<file path="src/rtl/axi_stream_slave_fifo_wr.sv">
// AXI-Stream slave that pushes beats into a downstream FIFO through a single
// holding register, and checks each frame against a fixed length.
module axi_stream_slave_fifo_wr #(
    parameter int C_S_AXIS_TDATA_WIDTH = 32,
    parameter int FrameSize            = 8
) (
    input  logic                              s_axis_aclk,
    input  logic                              s_axis_areset,
    input  logic                              s_axis_tvalid,
    input  logic [C_S_AXIS_TDATA_WIDTH-1:0]   s_axis_tdata,
    input  logic [C_S_AXIS_TDATA_WIDTH/8-1:0] s_axis_tstrb,
    input  logic                              s_axis_tlast,
    output logic                              s_axis_tready,
    input  logic                              fifo_full,
    output logic                              fifo_write_en,
    output logic [C_S_AXIS_TDATA_WIDTH-1:0]   fifo_write_data,
    output logic                              frame_done,
    output logic                              frame_err,
    output logic [15:0]                       frame_count,
    output logic [1:0]                        state_dbg
);

    typedef enum logic [1:0] {
        IDLE = 2'd0,
        RECV = 2'd1,
        DROP = 2'd2
    } state_t;

    localparam logic [7:0] LAST_IDX = 8'(FrameSize - 1);

    // Handshake: a beat transfers on any rising edge where s_axis_tvalid and
    // s_axis_tready are both 1; the FIFO is written where fifo_write_en is 1.
    state_t                            state;
    logic [7:0]                        beat_cnt;
    logic                              hold_valid;
    logic [C_S_AXIS_TDATA_WIDTH-1:0]   hold_data;
    logic                              accept;
    logic                              forward;
    logic                              unused_strb;

    assign unused_strb     = ^s_axis_tstrb;
    assign fifo_write_en   = hold_valid & ~fifo_full;
    assign fifo_write_data = hold_data;
    // Ready while the slot is empty or being drained this cycle, even in DROP.
    assign s_axis_tready   = ~hold_valid | fifo_write_en;
    assign accept          = s_axis_tvalid & s_axis_tready;
    assign forward         = accept & (state != DROP);
    assign state_dbg       = state;

    always_ff @(posedge s_axis_aclk or posedge s_axis_areset) begin
        if (s_axis_areset) begin
            hold_valid <= 1'b0;
            hold_data  <= '0;
        end else if (forward) begin
            hold_valid <= 1'b1;
            hold_data  <= s_axis_tdata;
        end else if (fifo_write_en) begin
            hold_valid <= 1'b0;
        end
    end

    always_ff @(posedge s_axis_aclk or posedge s_axis_areset) begin
        if (s_axis_areset) begin
            state       <= IDLE;
            beat_cnt    <= 8'd0;
            frame_done  <= 1'b0;
            frame_err   <= 1'b0;
            frame_count <= 16'd0;
        end else begin
            frame_done <= 1'b0;
            frame_err  <= 1'b0;
            if (accept) begin
                case (state)
                    IDLE: begin
                        if (s_axis_tlast) begin
                            frame_err <= 1'b1;
                        end else begin
                            state    <= RECV;
                            beat_cnt <= 8'd1;
                        end
                    end
                    RECV: begin
                        if (beat_cnt == LAST_IDX) begin
                            beat_cnt <= 8'd0;
                            if (s_axis_tlast) begin
                                frame_done  <= 1'b1;
                                frame_count <= frame_count + 16'd1;
                                state       <= IDLE;
                            end else begin
                                frame_err <= 1'b1;
                                state     <= DROP;
                            end
                        end else if (s_axis_tlast) begin
                            frame_err <= 1'b1;
                            beat_cnt  <= 8'd0;
                            state     <= IDLE;
                        end else begin
                            beat_cnt <= beat_cnt + 8'd1;
                        end
                    end
                    DROP: begin
                        if (s_axis_tlast) state <= IDLE;
                    end
                    default: state <= IDLE;
                endcase
            end
        end
    end

endmodule

</file>
<file path="config.mk">
export PLATFORM = sky130hd
export DESIGN_NAME = axi_stream_slave_fifo_wr
export DESIGN_NICKNAME = d
export VERILOG_FILES = /design/src/rtl/axi_stream_slave_fifo_wr.sv
export SDC_FILE = /design/constraint.sdc
export NUM_CORES = 1
export LEC_CHECK = 0
export ABC_AREA = 0
export CORE_MARGIN = 2
export CORE_UTILIZATION = 25
export DETAILED_ROUTE_END_ITERATION = 16
export GPL_ROUTABILITY_DRIVEN = 0
export GPL_TIMING_DRIVEN = 0
export SYNTH_ARGS = -nofsm -noshare
export SYNTH_HDL_FRONTEND = slang
export SYNTH_SLANG_ARGS = --single-unit
</file>
<file path="constraint.sdc">
create_clock -name s_axis_aclk -period 3.2 [get_ports s_axis_aclk]
set_input_delay 0.8 -clock s_axis_aclk [delete_from_list [all_inputs] [get_ports s_axis_aclk]]
set_output_delay 0.8 -clock s_axis_aclk [all_outputs]
set_load 0.03 [all_outputs]
</file>
# Word level (Yosys, flattened, before mapping)
# Index checks and enable logic that the tools add are counted.
[totals]
word_cells = 45
regBits = 61
output_inout_bits = 54
[op_classes]
bitwise = 6
reduce_logical = 6
n_mux = 19
n_addsub = 2
eq_ne = 5
[op_table]
columns = ["op", "count"]
rows = [
  ["8-bit two-way mux", 3],
  ["16-bit by 1-bit adder with 16-bit output (second input constant)", 1],
  ["8-bit case mux with 2 select lines", 1],
  ["1-bit two-way mux", 9],
  ["8-bit by 1-bit adder with 8-bit output (second input constant)", 1],
  ["8-bit by 3-bit == test with 1-bit output (second input constant)", 1],
  ["2-bit two-way mux", 4],
  ["2-bit case mux with 3 select lines", 1],
  ["2-bit inequality test (second input constant)", 2],
  ["4-bit AND reduction", 1],
  ["2-bit nonzero test", 2],
  ["1-bit AND", 3],
  ["3-bit AND reduction", 1],
  ["2-bit by 1-bit == test with 1-bit output (second input constant)", 1],
  ["2-bit == test (second input constant)", 1],
  ["2-bit logical NOT", 1],
  ["1-bit NOT", 2],
  ["1-bit case mux with 2 select lines", 1],
  ["2-bit AND reduction", 1],
  ["1-bit bitwise OR", 1],
]

# Depth between registers and ports, before layout
# Gate-level depths: netlist of run 1.
[logic_depth]
ltp_word = 6
mapped_depth = 8

# Worst setup path before layout of run 1
# Ideal clock, no wire load.
[synth_timing]
path_kind = "input to register"
start = "input port s_axis_tvalid"
end = "register beat_cnt[7]"
path_stages = 4
arrival_ns = 2.023
slack_ns = 1.099
setup_time_ns = 0.078
n_path_buf = 0
cell_sequence = "a21bo_4 > or4_4 > or3_1 > a21oi_1"
[synth_via]
elab_chain_cells = 2
[synth_rtl]
columns = ["item", "line", "source"]
rows = [
  ["from (decl)", "9", "input logic s_axis_tvalid,"],
  ["1-bit AND", "46", "assign accept = s_axis_tvalid & s_axis_tready;"],
  ["3-bit AND reduction (no source line)", "n/a", ""],
  ["to (signal assigned)", "98", "beat_cnt <= beat_cnt + 8'd1;"],
  ["to (decl)", "34", "logic [7:0] beat_cnt;"],
]
# Every way passes these cells.
# A chain may end at the register's enable or synchronous reset.

# Final worst setup path of run 1
[layout_timing]
start = "input port fifo_full"
end = "output port fifo_write_en"
[layout_via]
elab_chain_cells = 2
[layout_rtl]
columns = ["item", "line", "source"]
rows = [
  ["from (decl)", "14", "input logic fifo_full,"],
  ["1-bit NOT", "42", "assign fifo_write_en = hold_valid & ~fifo_full;"],
  ["1-bit AND", "42", ""],
  ["to (decl)", "15", "output logic fifo_write_en,"],
]
# Every way passes these cells.

==> impl_metrics.json, run 1 <==
{
  "synth_top_area_share_pct": 57.9,
  "antenna_cells": 0,
  "drt_iter0_drc": 89,
  "num-fill-cells": 1019,
  "critPathMaxStageDelay_ns": 0.70,
  "syn-num-nets": 251,
  "cp_common_cell": "clkdlybuf4s50_1",
  "r2r_slack_ns": 0.97,
  "numPortBuffers": 90,
  "finalCritPeriodShare_pct": 90.2,
  "path_class": "in2out",
  "r2r_cells": 8,
  "cts-buffers-inserted": 9,
  "synth_area_sq_mm": 0.00264,
  "fin_nets": 353,
  "hold_class": "reg2reg",
  "final_common_cell": "clkdlybuf4s50_1",
  "rsz0062_at_grt": "no",
  "cellPowerDensity_mw_per_mm2": 521,
  "ys_types": 35,
  "holdPathStages": 1,
  "drc": 0,
  "cp_slowest_cell": "clkdlybuf4s50_1",
  "ctsRootBufferMaster": "clkbuf_8",
  "ios": 95,
  "cts_max_path_buffers": 2,
  "layout_common_cells": "clkdlybuf4s50_1, dfrtp_1, mux2_2, xnor2_1",
  "post_synth.cell_area_avg_sq_um": 12.7,
  "cts.clk_slew.worst_paths_ns": 0.07,
  "max_freq_mhz": 347,
  "critPathArrivalTime_ns": 2.09,
  "seqCellArea_sq_mm": 0.00153,
  "clkSinkCount": 61,
  "first_global_vias": 1963,
  "grt_usage_pct": 11.0,
  "required_ns": 2.40,
  "critPathMaxFanout": 4,
  "ant_nets": 0,
  "post-place-ws_ns": 0.305,
  "wl_per_cell_um": 12.9,
  "clk_latency_ns": 0.34,
  "finalHoldViolCount": 0,
  "post_cts_resize_count": 0,
  "hpwl_um": 4330,
  "r2r_end": "frame_err$_DFF_PP0_",
  "worst_slew_pin_slew_ns": 0.588,
  "synth-async-reset-ratio_pct": 100,
  "synth-edff-count": 0,
  "grt_start_max_net_pins": 39,
  "outcome": "finished clean",
  "hold_start": "frame_count[15]$_DFFE_PP0P_",
  "cts_htree_levels": 3,
  "num_rows": 37,
  "ys_seq_area_share_pct": 57.9,
  "synth_ff_type": "dfrtp_1",
  "core_sq_mm": 0.0103,
  "leakagePower_nw": 1.63,
  "r2r-start": "beat_cnt[0]$_DFFE_PP0P_",
  "max-slew-margin-rel_pct": 60.5,
  "grt_pass1_wl_um": 9780,
  "irDropWorstVdd_mv": 0.225,
  "via_per_inst": 4.30,
  "routed_wl_um": 5800,
  "cts_tree": "built",
  "cts_setup_buffers": 0,
  "ys_seq_elements": 61,
  "final_core_util_pct": 38.2,
  "die_y_um": 107,
  "multi_input_area_sq_mm": 0.00105,
  "synth_warnings": 0,
  "fin_crit_ns": 2.89,
  "hold_path_end": "frame_count[15]$_DFFE_PP0P_",
  "syn_inst": 207,
  "die_x_um": 107,
  "fin_ws_ns": 0.314,
  "layout-drive-gt1-share_pct": 20.1,
  "drv_slew": 0,
  "setup_violations": 0,
  "drv_cap": 0,
  "die_area_sq_mm": 0.0114,
  "synth_largest_area_cell": "dfrtp_1",
  "skew_ns": 0.0122,
  "gr-total-overflow": 0,
  "firstDrtPassIters": 4,
  "syn2layout_area_growth_pct": 48.9,
  "cts_hold_buf": 0,
  "synthTopCellsByArea": "dfrtp_1, mux2_2, xnor2_1, nand3_1, o21ai_0",
  "startpoint_type": "primary input",
  "start_util_pct": 25.7,
  "vias": 1933,
  "antenna_found_initial": 0,
  "cp-end-kind": "output pin",
  "path_cells": "clkdlybuf4s50_1, nor2b_1, clkdlybuf4s50_1"
}
==> cells by family after synthesis <==
group | Yosys count | synth area share [%]
flops | 61 | 57.9
simple gates | 58 | 13.7
mux | 34 | 14.5
compound gates | 23 | 5.41
xor+xnor | 15 | 4.98
buf+inv | 13 | 2.09
fa+ha+maj | 3 | 1.42
==> power breakdown <==
group / switching [mW] / internal, mW
clock: 0.320 / 0.362
combinational: 0.250 / 0.231
sequential: 0.0383 / 0.844
==> worst max-delay path by stage <==
stage,startpoint,to,slack [ns],cells after the start
2_1_floorplan,s_axis_areset,beat_cnt[0]$_DFFE_PP0P_,0.89,1
3_3_place_gp,s_axis_areset,fifo_write_data[17]$_DFFE_PP0P_,-0.33,2
3_5_place_dp,fifo_full,fifo_write_en,0.31,3
4_1_cts,fifo_full,fifo_write_en,0.31,3
5_1_grt,fifo_full,s_axis_tready,0.26,3
6_report,fifo_full,fifo_write_en,0.31,3
==> cell type report <==
| cell class | instances | area share [%] |
|---|---|---|
| Buffer | 7 | 0.829 |
| Clock buffer | 9 | 3.16 |
| Clock inverter | 7 | 1.88 |
| Inverter | 6 | 0.574 |
| Multi-Input combinational cell | 133 | 26.9 |
| Sequential cell | 61 | 38.9 |
| Tap cell | 136 | 4.34 |
| Timing Repair Buffer | 91 | 23.5 |
==> layer usage <==
| metal | vias up | global-route usage [%] | share of wire [%] |
|---|---|---|---|
| li1 | 949 | - | - |
| met1 | 922 | 14.1 | 45 |
| met2 | 52 | 16.3 | 46 |
| met3 | 10 | 3.89 | 6.4 |
| met4 | 0 | 5.75 | 2.7 |
| met5 | - | 0 | 0 |
==> synth_stat cells (all sizes together), types with 5 or more instances <==
cell / instances
dfrtp: 61
mux2: 34
xnor2: 11
o21ai: 10
nand2: 9
nand3: 9
a21oi: 7
inv: 6
nand4: 6
or3: 6
buf: 5
==> critical path: cells and delay by family <==
kind                   cells  cell delay [ns]
buffers and inverters      2             1.17
AND/OR/NAND/NOR            1             0.12
==> sequential cells by signal, summed over array words and instances, names as in the netlist <==
name,count
fifo_write_data,32
frame_count,16
beat_cnt,8
state_dbg,2
frame_done,1
frame_err,1
hold_valid,1
==> stage by stage <==
stage	TNS [ns]	instance area, sq um	power (mW)	hold slack, ns	cells
final	0	3930	2.04	0.473	450
after global routing	0	3930	2.16	0.504	450
after CTS	0	3930	2.09	0.482	450
after detailed placement	0	3730	1.38	0.472	434
after global placement	-20.02	3710	1.37	0.469	433
after floorplan	0	2640	1.16	0.476	207
(Power assumes the default switching activity.)
==> run 2, diff against run 1 <==
--- a/config.mk
+++ b/config.mk
@@ -6,11 +6,14 @@
 export NUM_CORES = 1
 export LEC_CHECK = 0
 export ABC_AREA = 0
+export CELL_PAD_IN_SITES_DETAIL_PLACEMENT = 0
+export CELL_PAD_IN_SITES_GLOBAL_PLACEMENT = 1
 export CORE_MARGIN = 2
 export CORE_UTILIZATION = 25
 export DETAILED_ROUTE_END_ITERATION = 16
 export GPL_ROUTABILITY_DRIVEN = 0
 export GPL_TIMING_DRIVEN = 0
+export PLACE_DENSITY_LB_ADDON = 0.1
 export SYNTH_ARGS = -nofsm -noshare
 export SYNTH_HDL_FRONTEND = slang
 export SYNTH_SLANG_ARGS = --single-unit
==> impl_metrics.json, run 2 (same netlist as run 1, synthesis figures left out) <==
{
  "outcome": "finished clean",
  "syn2layout_area_growth_pct": 48.0,
  "hpwl_um": 4340,
  "startpoint_type": "primary input",
  "cp_common_cell": "clkdlybuf4s50_1",
  "cts.clk_slew.worst_paths_ns": 0.07,
  "hold_start": "frame_count[15]$_DFFE_PP0P_",
  "drc": 0,
  "irDropWorstVdd_mv": 0.233,
  "grt_pass1_wl_um": 10400,
  "r2r_end": "frame_err$_DFF_PP0_",
  "antenna_found_initial": 0,
  "ios": 95,
  "cp-end-kind": "output pin",
  "r2r_cells": 8,
  "drt_iter0_drc": 80,
  "clkSinkCount": 61,
  "numPortBuffers": 90,
  "layout-drive-gt1-share_pct": 19.2,
  "start_util_pct": 25.7,
  "routed_wl_um": 6300,
  "r2r-start": "beat_cnt[0]$_DFFE_PP0P_",
  "crit_buf_inv": 2,
  "max-slew-margin-rel_pct": 48.0,
  "max_freq_mhz": 344,
  "wl_per_cell_um": 14.0,
  "die_x_um": 107,
  "post_cts_resize_count": 0,
  "path_cells": "clkdlybuf4s50_1, nor2b_1, clkdlybuf4s50_1",
  "ant_nets": 0,
  "ctsRootBufferMaster": "clkbuf_8",
  "path_class": "in2out",
  "post-place-ws_ns": 0.296,
  "fin_crit_ns": 2.90,
  "cellPowerDensity_mw_per_mm2": 522,
  "firstDrtPassIters": 4,
  "critPathArrivalTime_ns": 2.10,
  "layout_common_cells": "clkdlybuf4s50_1, dfrtp_1, mux2_2, xnor2_1, clkbuf_8",
  "dp_cells": 433,
  "finalCritPeriodShare_pct": 90.8,
  "largest_reg_flops": 32,
  "fin_ws_ns": 0.295,
  "r2r_slack_ns": 1.00,
  "required_ns": 2.40,
  "critPathMaxStageDelay_ns": 0.69,
  "cts-buffers-inserted": 9,
  "rsz0062_at_grt": "no",
  "cts_tree": "built",
  "setup_violations": 0,
  "finalHoldViolCount": 0,
  "worst_slew_pin_slew_ns": 0.779,
  "final_common_cell": "clkdlybuf4s50_1",
  "fin_nets": 352,
  "cts_htree_levels": 3,
  "grt_start_max_net_pins": 62,
  "leakagePower_nw": 1.61,
  "die_y_um": 107,
  "hold_path_end": "frame_count[15]$_DFFE_PP0P_",
  "clk_latency_ns": 0.33,
  "cp_slowest_cell": "clkdlybuf4s50_1",
  "die_area_sq_mm": 0.0114,
  "grt_usage_pct": 11.9,
  "num-fill-cells": 1064,
  "antenna_cells": 0,
  "stdcell_count": 449,
  "drv_slew": 0,
  "hold_class": "reg2reg",
  "num_rows": 37,
  "critPathMaxFanout": 4,
  "cts_max_path_buffers": 2,
  "cp_top_family": "buffers and inverters",
  "cts_hold_buf": 0,
  "vias": 1948,
  "first_global_vias": 1993,
  "drv_cap": 0,
  "core_sq_mm": 0.0103,
  "tns_ns": 0,
  "cts_setup_buffers": 0,
  "holdPathStages": 1,
  "via_per_inst": 4.34,
  "gr-total-overflow": 0,
  "skew_ns": 0.0104,
  "final_core_util_pct": 38.0
}
run 2: changes by cell type in the layout (fill, tap and decap cells not counted):
cell      change
clkbuf_1      +2
clkbuf_8      +1
inv_6         -1
inv_2         -1
clkinv_4      -2
inv_4         +1
buf_12        -1
run 2: worst max path at each step:
stage             startpoint  slack, ns                         end  depth (start not counted)
3_3_place_gp   s_axis_areset      -0.50  frame_count[0]$_DFFE_PP0P_                          2
5_1_grt            fifo_full       0.25               fifo_write_en                          3
4_1_cts            fifo_full       0.29               fifo_write_en                          3
6_report           fifo_full       0.30               fifo_write_en                          3
3_5_place_dp       fifo_full       0.30               fifo_write_en                          3
2_1_floorplan  s_axis_areset       0.89     beat_cnt[0]$_DFFE_PP0P_                          1
run 2: metrics by stage:
step           power [mW]  cell area, sq um  hold WS, ns
2_1_floorplan        1.16              2640        0.476
5_1_grt              2.15              3900        0.508
3_5_place_dp         1.38              3710        0.484
3_3_place_gp         1.38              3710        0.467
6_report             2.04              3900        0.487
4_1_cts              2.08              3900        0.498
run 2: final cells by class:
cell class | instances | area (sq um) | area share, %
inverters | 6 | 25.0 | 0.641
plain buffers | 7 | 32.5 | 0.834
clock buffers | 12 | 145 | 3.72
well taps | 136 | 170 | 4.36
clock inverters | 4 | 47.5 | 1.22
repair buffers | 90 | 901 | 23.1
flip-flops and latches | 61 | 1530 | 39.1
multi-input cells | 133 | 1050 | 27.0
run 2: power by group:
group	internal, mW	total, mW	switching (mW)
Combinational	0.229	0.478	0.250
Sequential	0.844	0.880	0.0361
Clock	0.379	0.678	0.299
Total	1.45	2.04	0.585
run 2: per-layer routing:
layer	track usage, %	vias up	routed length [um]	share of wire [%]
met3	4.32	7	407	6.5
met5	0	-	0	0
met4	5.01	0	88	1.4
li1	-	939	-	-
met2	16.4	67	2640	42
met1	16.6	935	3160	50
==> run 3, diff against run 2 <==
--- a/config.mk
+++ b/config.mk
@@ -10,6 +10,7 @@
 export CELL_PAD_IN_SITES_GLOBAL_PLACEMENT = 1
 export CORE_MARGIN = 2
 export CORE_UTILIZATION = 25
+export CTS_CLUSTER_SIZE = 14
 export DETAILED_ROUTE_END_ITERATION = 16
 export GPL_ROUTABILITY_DRIVEN = 0
 export GPL_TIMING_DRIVEN = 0
==> results of run 3 <==
Final layout, timing and power as in run 2 (identical DEF).
